===== config.mk =====
export PLATFORM = sky130hd
export DESIGN_NAME = uart_tx_prog
export DESIGN_NICKNAME = d
export VERILOG_FILES = /design/src/rtl/uart_tx_prog.sv
export SDC_FILE = /design/constraint.sdc
export NUM_CORES = 1
export LEC_CHECK = 0
export BUFFER_PORTS_ARGS = -buffer_cell sky130_fd_sc_hd__buf_2
export CAP_MARGIN = 10
export CORE_UTILIZATION = 54
export DETAILED_ROUTE_END_ITERATION = 16
export GPL_TIMING_DRIVEN = 0
export PLACE_DENSITY_LB_ADDON = 0.08
export SLEW_MARGIN = 20
export SYNTH_ARGS = -nofsm -noshare
export SYNTH_HDL_FRONTEND = slang
export SYNTH_SLANG_ARGS = --single-unit

===== constraint.sdc =====
create_clock -name clk_i -period 7.35 [get_ports clk_i]
set_clock_uncertainty 0.1 [all_clocks]
set_input_delay 0.735 -clock clk_i [delete_from_list [all_inputs] [get_ports clk_i]]
set_output_delay 0.735 -clock clk_i [all_outputs]
set_load 0.01 [all_outputs]

===== src/rtl/uart_tx_prog.sv =====
// uart_tx_prog: UART transmitter for the ICCM programming path.
// Status and acknowledge bytes are queued through a valid/ready push port into
// a small FIFO. They are serialised LSB-first at a bit period, in clk_i
// cycles, that is latched per frame.
// Optional build macro: UART_TX_PROG_PARITY_EN. When defined, an even-parity
// bit is inserted between the data bits and the stop bit, giving 8E1 frames.
// The default build produces 8N1 frames.

module uart_tx_prog #(
  parameter int FIFO_DEPTH = 4,   // power of two, at least 2
  parameter int CPB_W      = 16
) (
  input  logic                          clk_i,
  input  logic                          rst_i,
  input  logic [CPB_W-1:0]              clks_per_bit_i,
  input  logic                          tx_valid_i,
  input  logic [7:0]                    tx_byte_i,
  output logic                          tx_ready_o,
  output logic                          tx_o,
  output logic                          tx_busy_o,
  output logic                          tx_done_o,
  output logic [$clog2(FIFO_DEPTH):0]   fifo_level_o
);

  localparam int PTR_W = $clog2(FIFO_DEPTH);
  localparam int LVL_W = PTR_W + 1;
  localparam logic [LVL_W-1:0] FULL_LVL = LVL_W'(FIFO_DEPTH);
  localparam logic [CPB_W-1:0] ONE_CPB  = CPB_W'(1);

`ifdef UART_TX_PROG_PARITY_EN
  typedef enum logic [2:0] {
    IDLE   = 3'd0,
    START  = 3'd1,
    DATA   = 3'd2,
    PARITY = 3'd3,
    STOP   = 3'd4
  } state_t;
`else
  typedef enum logic [2:0] {
    IDLE  = 3'd0,
    START = 3'd1,
    DATA  = 3'd2,
    STOP  = 3'd4
  } state_t;
`endif

  // ---------------------------------------------------------------------------
  // Byte FIFO
  // ---------------------------------------------------------------------------
  logic [7:0]       mem_q [FIFO_DEPTH];
  logic [PTR_W-1:0] wr_ptr_q, wr_ptr_d;
  logic [PTR_W-1:0] rd_ptr_q, rd_ptr_d;
  logic [LVL_W-1:0] level_q, level_d;
  logic             push;
  logic             pop;
  logic [7:0]       head;

  // Ready depends only on the registered level, so a same-cycle pop never
  // opens a slot for a push while the FIFO is full.
  assign tx_ready_o   = (level_q != FULL_LVL);
  assign push         = tx_valid_i && tx_ready_o;
  assign head         = mem_q[rd_ptr_q];
  assign fifo_level_o = level_q;

  // Pointer and occupancy bookkeeping for pushes and pops.
  always_comb begin
    wr_ptr_d = wr_ptr_q;
    rd_ptr_d = rd_ptr_q;
    level_d  = level_q;
    if (push) begin
      wr_ptr_d = wr_ptr_q + PTR_W'(1);
    end
    if (pop) begin
      rd_ptr_d = rd_ptr_q + PTR_W'(1);
    end
    case ({push, pop})
      2'b10:   level_d = level_q + LVL_W'(1);
      2'b01:   level_d = level_q - LVL_W'(1);
      default: level_d = level_q;
    endcase
  end

  // Storage write; the contents need no reset because the level gates every read.
  always_ff @(posedge clk_i) begin
    if (push) begin
      mem_q[wr_ptr_q] <= tx_byte_i;
    end
  end

  // FIFO pointer and level registers.
  always_ff @(posedge clk_i) begin
    if (rst_i) begin
      wr_ptr_q <= '0;
      rd_ptr_q <= '0;
      level_q  <= '0;
    end else begin
      wr_ptr_q <= wr_ptr_d;
      rd_ptr_q <= rd_ptr_d;
      level_q  <= level_d;
    end
  end

  // ---------------------------------------------------------------------------
  // Frame serialiser
  // ---------------------------------------------------------------------------
  state_t           state_q, state_d;
  logic [CPB_W-1:0] cnt_q, cnt_d;     // cycle within the current bit
  logic [CPB_W-1:0] n_q, n_d;         // bit period latched for this frame
  logic [2:0]       idx_q, idx_d;     // data bit index, wraps at frame end
  logic [7:0]       shift_q, shift_d;
  logic             tx_q, tx_d;
  logic [CPB_W-1:0] n_in;
  logic             bit_last;

  // A zero period would never terminate a bit, so it is promoted to one cycle.
  assign n_in     = (clks_per_bit_i == '0) ? ONE_CPB : clks_per_bit_i;
  assign bit_last = (cnt_q == (n_q - ONE_CPB));

  // Next-state logic. The line value is derived from the next state so that
  // tx_o is registered and changes on the same edge as the state.
  always_comb begin
    state_d = state_q;
    cnt_d   = cnt_q;
    n_d     = n_q;
    idx_d   = idx_q;
    shift_d = shift_q;
    pop     = 1'b0;

    case (state_q)
      IDLE: begin
        cnt_d = '0;
        idx_d = '0;
        if (level_q != '0) begin
          pop     = 1'b1;
          shift_d = head;
          n_d     = n_in;
          state_d = START;
        end
      end

      START: begin
        if (bit_last) begin
          cnt_d   = '0;
          idx_d   = '0;
          state_d = DATA;
        end else begin
          cnt_d = cnt_q + ONE_CPB;
        end
      end

      DATA: begin
        if (bit_last) begin
          cnt_d = '0;
          idx_d = idx_q + 3'd1;
          if (idx_q == 3'd7) begin
`ifdef UART_TX_PROG_PARITY_EN
            state_d = PARITY;
`else
            state_d = STOP;
`endif
          end
        end else begin
          cnt_d = cnt_q + ONE_CPB;
        end
      end

`ifdef UART_TX_PROG_PARITY_EN
      PARITY: begin
        if (bit_last) begin
          cnt_d   = '0;
          state_d = STOP;
        end else begin
          cnt_d = cnt_q + ONE_CPB;
        end
      end
`endif

      STOP: begin
        if (bit_last) begin
          cnt_d = '0;
          // Streaming: pop the next byte on the last stop cycle so the next
          // start bit follows with no idle gap.
          if (level_q != '0) begin
            pop     = 1'b1;
            shift_d = head;
            n_d     = n_in;
            state_d = START;
          end else begin
            state_d = IDLE;
          end
        end else begin
          cnt_d = cnt_q + ONE_CPB;
        end
      end

      default: begin
        state_d = IDLE;
        cnt_d   = '0;
      end
    endcase

    case (state_d)
      START:   tx_d = 1'b0;
      DATA:    tx_d = shift_d[idx_d];
`ifdef UART_TX_PROG_PARITY_EN
      PARITY:  tx_d = ^shift_d;
`endif
      default: tx_d = 1'b1;
    endcase
  end

  // Serialiser registers; reset aborts any frame and forces the line idle.
  always_ff @(posedge clk_i) begin
    if (rst_i) begin
      state_q <= IDLE;
      cnt_q   <= '0;
      n_q     <= ONE_CPB;
      idx_q   <= '0;
      shift_q <= '0;
      tx_q    <= 1'b1;
    end else begin
      state_q <= state_d;
      cnt_q   <= cnt_d;
      n_q     <= n_d;
      idx_q   <= idx_d;
      shift_q <= shift_d;
      tx_q    <= tx_d;
    end
  end

  assign tx_o      = tx_q;
  assign tx_done_o = (state_q == STOP) && bit_last;
  assign tx_busy_o = (state_q != IDLE) || (level_q != '0);

endmodule


==> summary.md, run 1 <==
| Metric | Value |
|---|---|
| Status | `complete, no violations` |
| Wl on met1 | `3890 um` |
| Crit path arrival time | `slightly above 5000 ps` |
| TritonCTS clock tree | `yes` |
| Crit Path Category | `reg -> reg` |
| # clock sinks | `between 80 and 90` |
| FP Rows | `32` |
| RSZ-0062 raised after global routing | `false` |
| Synth Net Count | `roughly 470` |
| DIE HEIGHT | `between 90 and 100 um` |
| Die ar. | `around 8300 sq um` |
| Width of the die | `between 90 and 100 um` |
| P_leak | `about 1.7 nW` |
| Port bufs | `33` |
| Final Util | `62.5%` |
| Hold WS | `around 360 ps` |
| Design area | `between 4000 and 5000 sq um` |
| Setup Fix Bufs, Post-CTS | `0` |
| Vias in the first global route | `about 3.2k` |
| Most common cell after layout, fill and taps aside | `nand2_1` |
| Peak VDD IR | `around 0.19 mV` |
| Period utilization | `approximately two thirds` |
| Grt ovf | `0` |
| Worst EP required | `around 7600 ps` |
| Max-cap violations | `0` |
| Met3 Wirelength | `between 200 and 250 um` |
| CTS clk-pin slew, worst paths | `90 ps` |
| Dpl cell area | `4580 sq um` |
| TritonCTS buffer count | `9` |
| Initial Util | `55.8%` |
| Worst slew margin | `37.3%` |
| Yosys warns | `0` |
| Avg WL per Cell | `approximately 15 um` |
| Netlist cell types | `64` |
| Startpoint Class | `flip-flop` |
| Syn Std Cell Area | `approximately 4300 sq um` |
| Crit-path max FO | `10` |
| Placed insts | `approximately 570` |
| Top routing layer in use | `met4` |
| GR Util All Layers | `between 20% and 30%` |
| CTS Root Buffer Type | `clkbuf_8` |
| Final Setup Violations | `0` |
| Max-slew violation count | `0` |
| Ys async rst share | `0%` |
| Hold WC Path Type | `reg -> reg` |
| # DRC | `0` |
| I/O pins | `34` |
| Number of synthesized register bits | `between 80 and 90` |
| Global-route wire length before repair | `15,000 um` |
| Post-Route WL | `just under 9000 um` |
| Initial drt markers | `160` |
| N_diodes | `0` |
| Average cell area after synthesis | `~10 sq um` |
| First drt pass iteration count | `4` |
| Ys flop type | `dfxtp_1` |
| Post-DP HPWL | `between 6000 and 7000 um` |
| Final hold vios | `0` |
| Post-synthesis sequential area ratio | `between 40% and 50%` |
| Post-synth EDFFs | `32` |
| Detail Route Antenna Nets | `0` |
| Tmin final | `a little under 5000 ps` |
| Post-Synthesis Cells | `433` |
| Worst reg2reg setup slack | `between 2000 and 2500 ps` |
| Met2 wire len | `around 4500 um` |
| Core ar. | `a little under 8000 sq um` |
| Largest net degree at the start of global routing | `17` |
| PD cells | `379 nW/um^2` |
| Post_cts resized | `0` |
| H-tree depth | `3` |
| Clk_lat worst skew | `~360 ps` |
| Slew @ Worst Pin | `slightly above 900 ps` |
| RD Place Congestion | `between 0.8 and 0.9` |
| # hold bufs at CTS | `0` |
| Initial antenna violation count | `0` |
| CP endpoint kind | `flip-flop` |
| Worst slack, placed | `roughly 2500 ps` |
| Synth-to-Final Area Change | `12.1%` |
| Vias per Instance | `~5.5` |
| Final Power | `about 1.8 mW` |
| Most frequent cells in the layout | `67 x nand2_1, 56 x dfxtp_1, 39 x nor2_1, 34 x buf_2, 34 x a21oi_1` |
| FMAX | `slightly above 200 MHz` |
| Non-filler cells in the finished layout | `~580` |
| Clk buf depth | `2` |
| Via Count | `3,238` |
| Worst setup margin | `roughly 2500 ps` |
| Setup_tns | `0 ps` |
| Layout cells sized above 1 | `15.4%` |
| Fin nets | `approximately 520` |
-- registers in the layout (all words and copies together), names as in the netlist, named ones only --
register,cells
tx_o,1
rd_ptr_q,2
n_q,16
state_q,3
idx_q,3
wr_ptr_q,2
fifo_level_o,3
cnt_q,16
mem_q,32
shift_q,8
-- kinds of logic after synthesis --
family / after synthesis / share of synthesized area (%)
compound gates: 72 / 10.9
xor+xnor: 38 / 7.76
fa+ha+maj: 11 / 3.39
mux: 9 / 4.55
flops: 88 / 48.6
buf+inv: 34 / 3.91
simple gates: 181 / 21.0
-- cell usage after synthesis, drive strengths merged (2+ instances only) --
cell type | count | share of area (%)
a211o | 2 | 0.41
a21boi | 3 | 0.53
a21oi | 34 | 4.0
a32oi | 2 | 0.41
a41oi | 3 | 0.61
and2 | 3 | 0.50
and3 | 9 | 1.3
buf | 7 | 1.4
clkbuf | 15 | 1.3
dfxtp | 56 | 26
edfxtp | 32 | 22
ha | 10 | 2.9
inv | 12 | 1.2
mux4 | 8 | 4.2
nand2 | 67 | 5.9
nand2b | 4 | 0.58
nand3 | 15 | 1.8
nand3b | 2 | 0.35
nand4 | 4 | 0.58
nor2 | 40 | 3.6
nor2b | 2 | 0.29
nor3 | 7 | 0.82
nor4 | 9 | 1.6
nor4b | 2 | 0.55
o2111ai | 3 | 0.76
o211ai | 2 | 0.35
o21ai | 9 | 1.1
o311a | 2 | 0.47
o41ai | 2 | 0.41
or3 | 7 | 1.1
or4 | 3 | 0.53
or4b | 2 | 0.55
xnor2 | 23 | 4.7
xor2 | 15 | 3.1
-- critical path, stage by stage, from the launching register on --
cell and delay, ps:
dfxtp_1 390, inv_1 80, ha_1 280, or4b_4 540, o21ai_0 170, nand4_1 110
nor4_1 360, nand4bb_1 230, buf_6 200, and2_4 160, or4_1 470, buf_4 210
inv_6 120, buf_6 150, ha_1 180, inv_1 60, fa_1 370, xor2_1 150
or3_1 310, a21oi_1 140
-- power by group --
| part | internal (mW) | switching [mW] | total, mW |
|---|---|---|---|
| clock | 0.194 | 0.184 | 0.378 |
| sequential | 0.599 | 0.0716 | 0.670 |
| combinational | 0.323 | 0.451 | 0.774 |
| total | 1.12 | 0.706 | 1.82 |
-- layout make-up --
| type | count | area [sq um] |
|---|---|---|
| Fill cell | 674 | 2880 |
| Sequential cell | 88 | 2080 |
| Multi-Input combinational cell | 311 | 2040 |
| Timing Repair Buffer | 33 | 165 |
| Tap cell | 102 | 128 |
| Clock buffer | 9 | 124 |
| Buffer | 22 | 118 |
| Clock inverter | 7 | 101 |
| Inverter | 12 | 50.0 |
-- path summary, 6_finish.rpt --
check             start               to  cells past startpoint
min          shift_q[3]       shift_q[3]                      2
min reg2reg  shift_q[3]       shift_q[3]                      2
max reg2reg      n_q[0]  fifo_level_o[2]                     19
max              n_q[0]  fifo_level_o[2]                     19
-- metal layers --
layer / up-vias / global-route usage, %
li1: 1639 / -
met1: 1531 / 27.3
met2: 50 / 41.4
met3: 18 / 4.02
met4: 0 / 10.2
met5: - / 0
No activity file was read; power rests on OpenSTA's default activity.
==> inputs of run 2 (changes only) <==
- clock period: 7.35 -> 4.15 ns (I/O delays scaled with it)
==> summary.md, run 2 (synthesized netlist as in run 1, its figures left out) <==
| Metric | Value |
|---|---|
| Status | `complete, no violations (unchanged)` |
| Design area | `4980 sq um (was 4800 sq um)` |
| Top reg by flops | `mem_q (unchanged)` |
| Cell count along the critical path | `19 (unchanged)` |
| Post-Route WL | `9050 um (was 8880 um)` |
| I/O pins | `34 (unchanged)` |
| Initial antenna violation count | `0 (unchanged)` |
| Slew @ Worst Pin | `677 ps (was 929 ps)` |
| Clk buf depth | `2 (unchanged)` |
| Max FFs per register | `32 (unchanged)` |
| Grt ovf | `0 (unchanged)` |
| Crit path arrival time | `4330 ps (was 5060 ps)` |
| Core ar. | `7690 sq um (unchanged)` |
| Vias in the first global route | `3,256 (was 3,179)` |
| Tmin final | `4140 ps (was 4860 ps)` |
| P_leak | `1.78 nW (was 1.72 nW)` |
| Worst EP required | `4340 ps (was 7550 ps)` |
| R2R Path Start | `n_q[0] (unchanged)` |
| Post-DP HPWL | `6470 um (was 6610 um)` |
| # clock sinks | `88 (unchanged)` |
| Peak VDD IR | `0.329 mV (was 0.195 mV)` |
| Crit-path max FO | `4 (was 10)` |
| Non-filler cells in the finished layout | `591 (was 584)` |
| Port bufs | `33 (unchanged)` |
| Width of the die | `91.1 um (unchanged)` |
| Crit-path cells | `inv_2, ha_4, or4b_4, buf_4, o21ai_0, nand4_1, nor4_4, nand4bb_1, buf_6, and2_4, or4_4, buf_6, inv_12, ha_4, inv_1, fa_2, xor2_1, or3_1, a21oi_1 (was inv_1, ha_1, or4b_4, o21ai_0, nand4_1, nor4_1, nand4bb_1, buf_6, and2_4, or4_1, buf_4, inv_6, buf_6, ha_1, inv_1, fa_1, xor2_1, or3_1, a21oi_1)` |
| First drt pass iteration count | `4 (unchanged)` |
| DIE HEIGHT | `91.1 um (unchanged)` |
| FF-to-FF path depth | `19 (unchanged)` |
| Worst reg2reg setup slack | `9 ps (was 2490 ps)` |
| Most frequent cells in the layout | `67 x nand2_1, 51 x dfxtp_1, 39 x nor2_1, 34 x buf_2, 34 x a21oi_1 (was 67 x nand2_1, 56 x dfxtp_1, 39 x nor2_1, 34 x buf_2, 34 x a21oi_1)` |
| Initial drt markers | `108 (was 160)` |
| Worst slew margin | `54.9% (was 37.3%)` |
| FP Rows | `32 (unchanged)` |
| RSZ-0062 raised after global routing | `true (was false)` |
| Global-route wire length before repair | `15,200 um (was 15,000 um)` |
| Max-slew violation count | `0 (unchanged)` |
| FMAX | `241 MHz (was 206 MHz)` |
| Startpoint Class | `flip-flop (unchanged)` |
| Cell family with most CP delay | `simple AND/OR/NAND/NOR gates (unchanged)` |
| Die ar. | `8300 sq um (unchanged)` |
| # hold bufs at CTS | `0 (unchanged)` |
| Vias per Instance | `5.54 (about the same)` |
| Max-cap violations | `0 (unchanged)` |
| Largest net degree at the start of global routing | `19 (was 17)` |
| Initial Util | `55.8% (unchanged)` |
| TritonCTS buffer count | `9 (unchanged)` |
| Layout cells sized above 1 | `21.1% (was 15.4%)` |
| RD Place Congestion | `0.918 (was 0.856)` |
| Synth-to-Final Area Change | `16.1% (was 12.1%)` |
| CP max stage cell | `or4b_4 (unchanged)` |
| CP endpoint kind | `flip-flop (unchanged)` |
| PD cells | `686 nW/um^2 (was 379 nW/um^2)` |
| Dpl cell area | `4620 sq um (was 4580 sq um)` |
| CTS clk-pin slew, worst paths | `100 ps (was 90 ps)` |
| CTS Root Buffer Type | `clkbuf_8 (unchanged)` |
| Top flop regs | `mem_q: 32 flops, cnt_q: 16 flops, n_q: 16 flops (unchanged)` |
| Detail Route Antenna Nets | `0 (unchanged)` |
| Final hold vios | `0 (unchanged)` |
| CP startpoint | `n_q[0] (unchanged)` |
| Clk_lat worst skew | `370 ps (was 360 ps)` |
| # DRC | `0 (unchanged)` |
| Final Setup Violations | `0 (unchanged)` |
| Fin nets | `522 (was 515)` |
| Worst Path Buf+Inv | `6 (unchanged)` |
| Critical R2R Capture | `fifo_level_o[2] (unchanged)` |
| Most common cell after layout, fill and taps aside | `nand2_1 (unchanged)` |
| Critical Path Sink | `fifo_level_o[2] (unchanged)` |
| Placed insts | `568 (unchanged)` |
| Via Count | `3,274 (was 3,238)` |
| Crit path largest cell delay | `480 ps (was 540 ps)` |
| GR Util All Layers | `23.6% (was 23.2%)` |
| Period utilization | `99.8% (was 66.1%)` |
| TritonCTS clock tree | `yes (unchanged)` |
| Avg WL per Cell | `15.3 um (was 15.2 um)` |
| N_diodes | `0 (unchanged)` |
| H-tree depth | `3 (unchanged)` |
| Crit Path Category | `reg -> reg (unchanged)` |
| Hold WC Path Type | `in -> reg (was reg -> reg)` |
-- run 2: routing by layer --
layer / up-vias / global-route usage, % / share of wire [%]
met5: - / 0 / 0
met4: 0 / 10.8 / 3.0
met3: 19 / 3.69 / 3.5
met2: 76 / 44.4 / 53
met1: 1539 / 26.0 / 41
li1: 1640 / - / -
-- run 2: how the worst min path moves through the flow --
stage            startpoint  slack [ps]          end  depth (start not counted)
2_1_floorplan    shift_q[4]         330   shift_q[4]                          2
3_3_place_gp     shift_q[6]         350   shift_q[6]                          2
3_5_place_dp     shift_q[6]         350   shift_q[6]                          2
4_1_cts        tx_byte_i[2]         140  mem_q[1][2]                          1
5_1_grt        tx_byte_i[2]         150  mem_q[2][2]                          1
6_report       tx_byte_i[2]         150  mem_q[1][2]                          1
-- run 2: timing repair --
item,in CTS,in global routing
setup buffers,8,2
gates resized for setup,18,7
pin swaps,8,7
endpoints found under the setup margin,2,3
-- run 2: where the power goes --
group	total, mW	internal [mW]	switching [mW]
clock	0.589	0.235	0.354
combinational	1.61	0.720	0.895
sequential	1.21	1.07	0.143
-- run 2: final cells by class --
cell class / instances / area [sq um]
plain buffers: 19 / 104
clock buffers: 9 / 124
clock inverters: 7 / 71.3
fillers: 677 / 2710
inverters: 12 / 57.6
multi-input cells: 311 / 2160
flip-flops and latches: 88 / 2100
well taps: 102 / 128
repair buffers: 43 / 240
-- run 2: per-stage QoR --
| stage | hold WS [ps] | power (mW) | setup TNS [ps] | util [%] | worst slack (ps) |
|---|---|---|---|---|---|
| after detailed placement | 351 | 2.63 | -675 | 60.2 | -457 |
| after global placement | 348 | 2.60 | -652 | 60.2 | -432 |
| after CTS | 143 | 3.37 | 0 | 64.2 | 34.4 |
| after global routing | 147 | 3.65 | -152 | 64.7 | -152 |
| final | 154 | 3.42 | 0 | 64.7 | 8.85 |
| after floorplan | 333 | 2.30 | 0 | - | 26.5 |
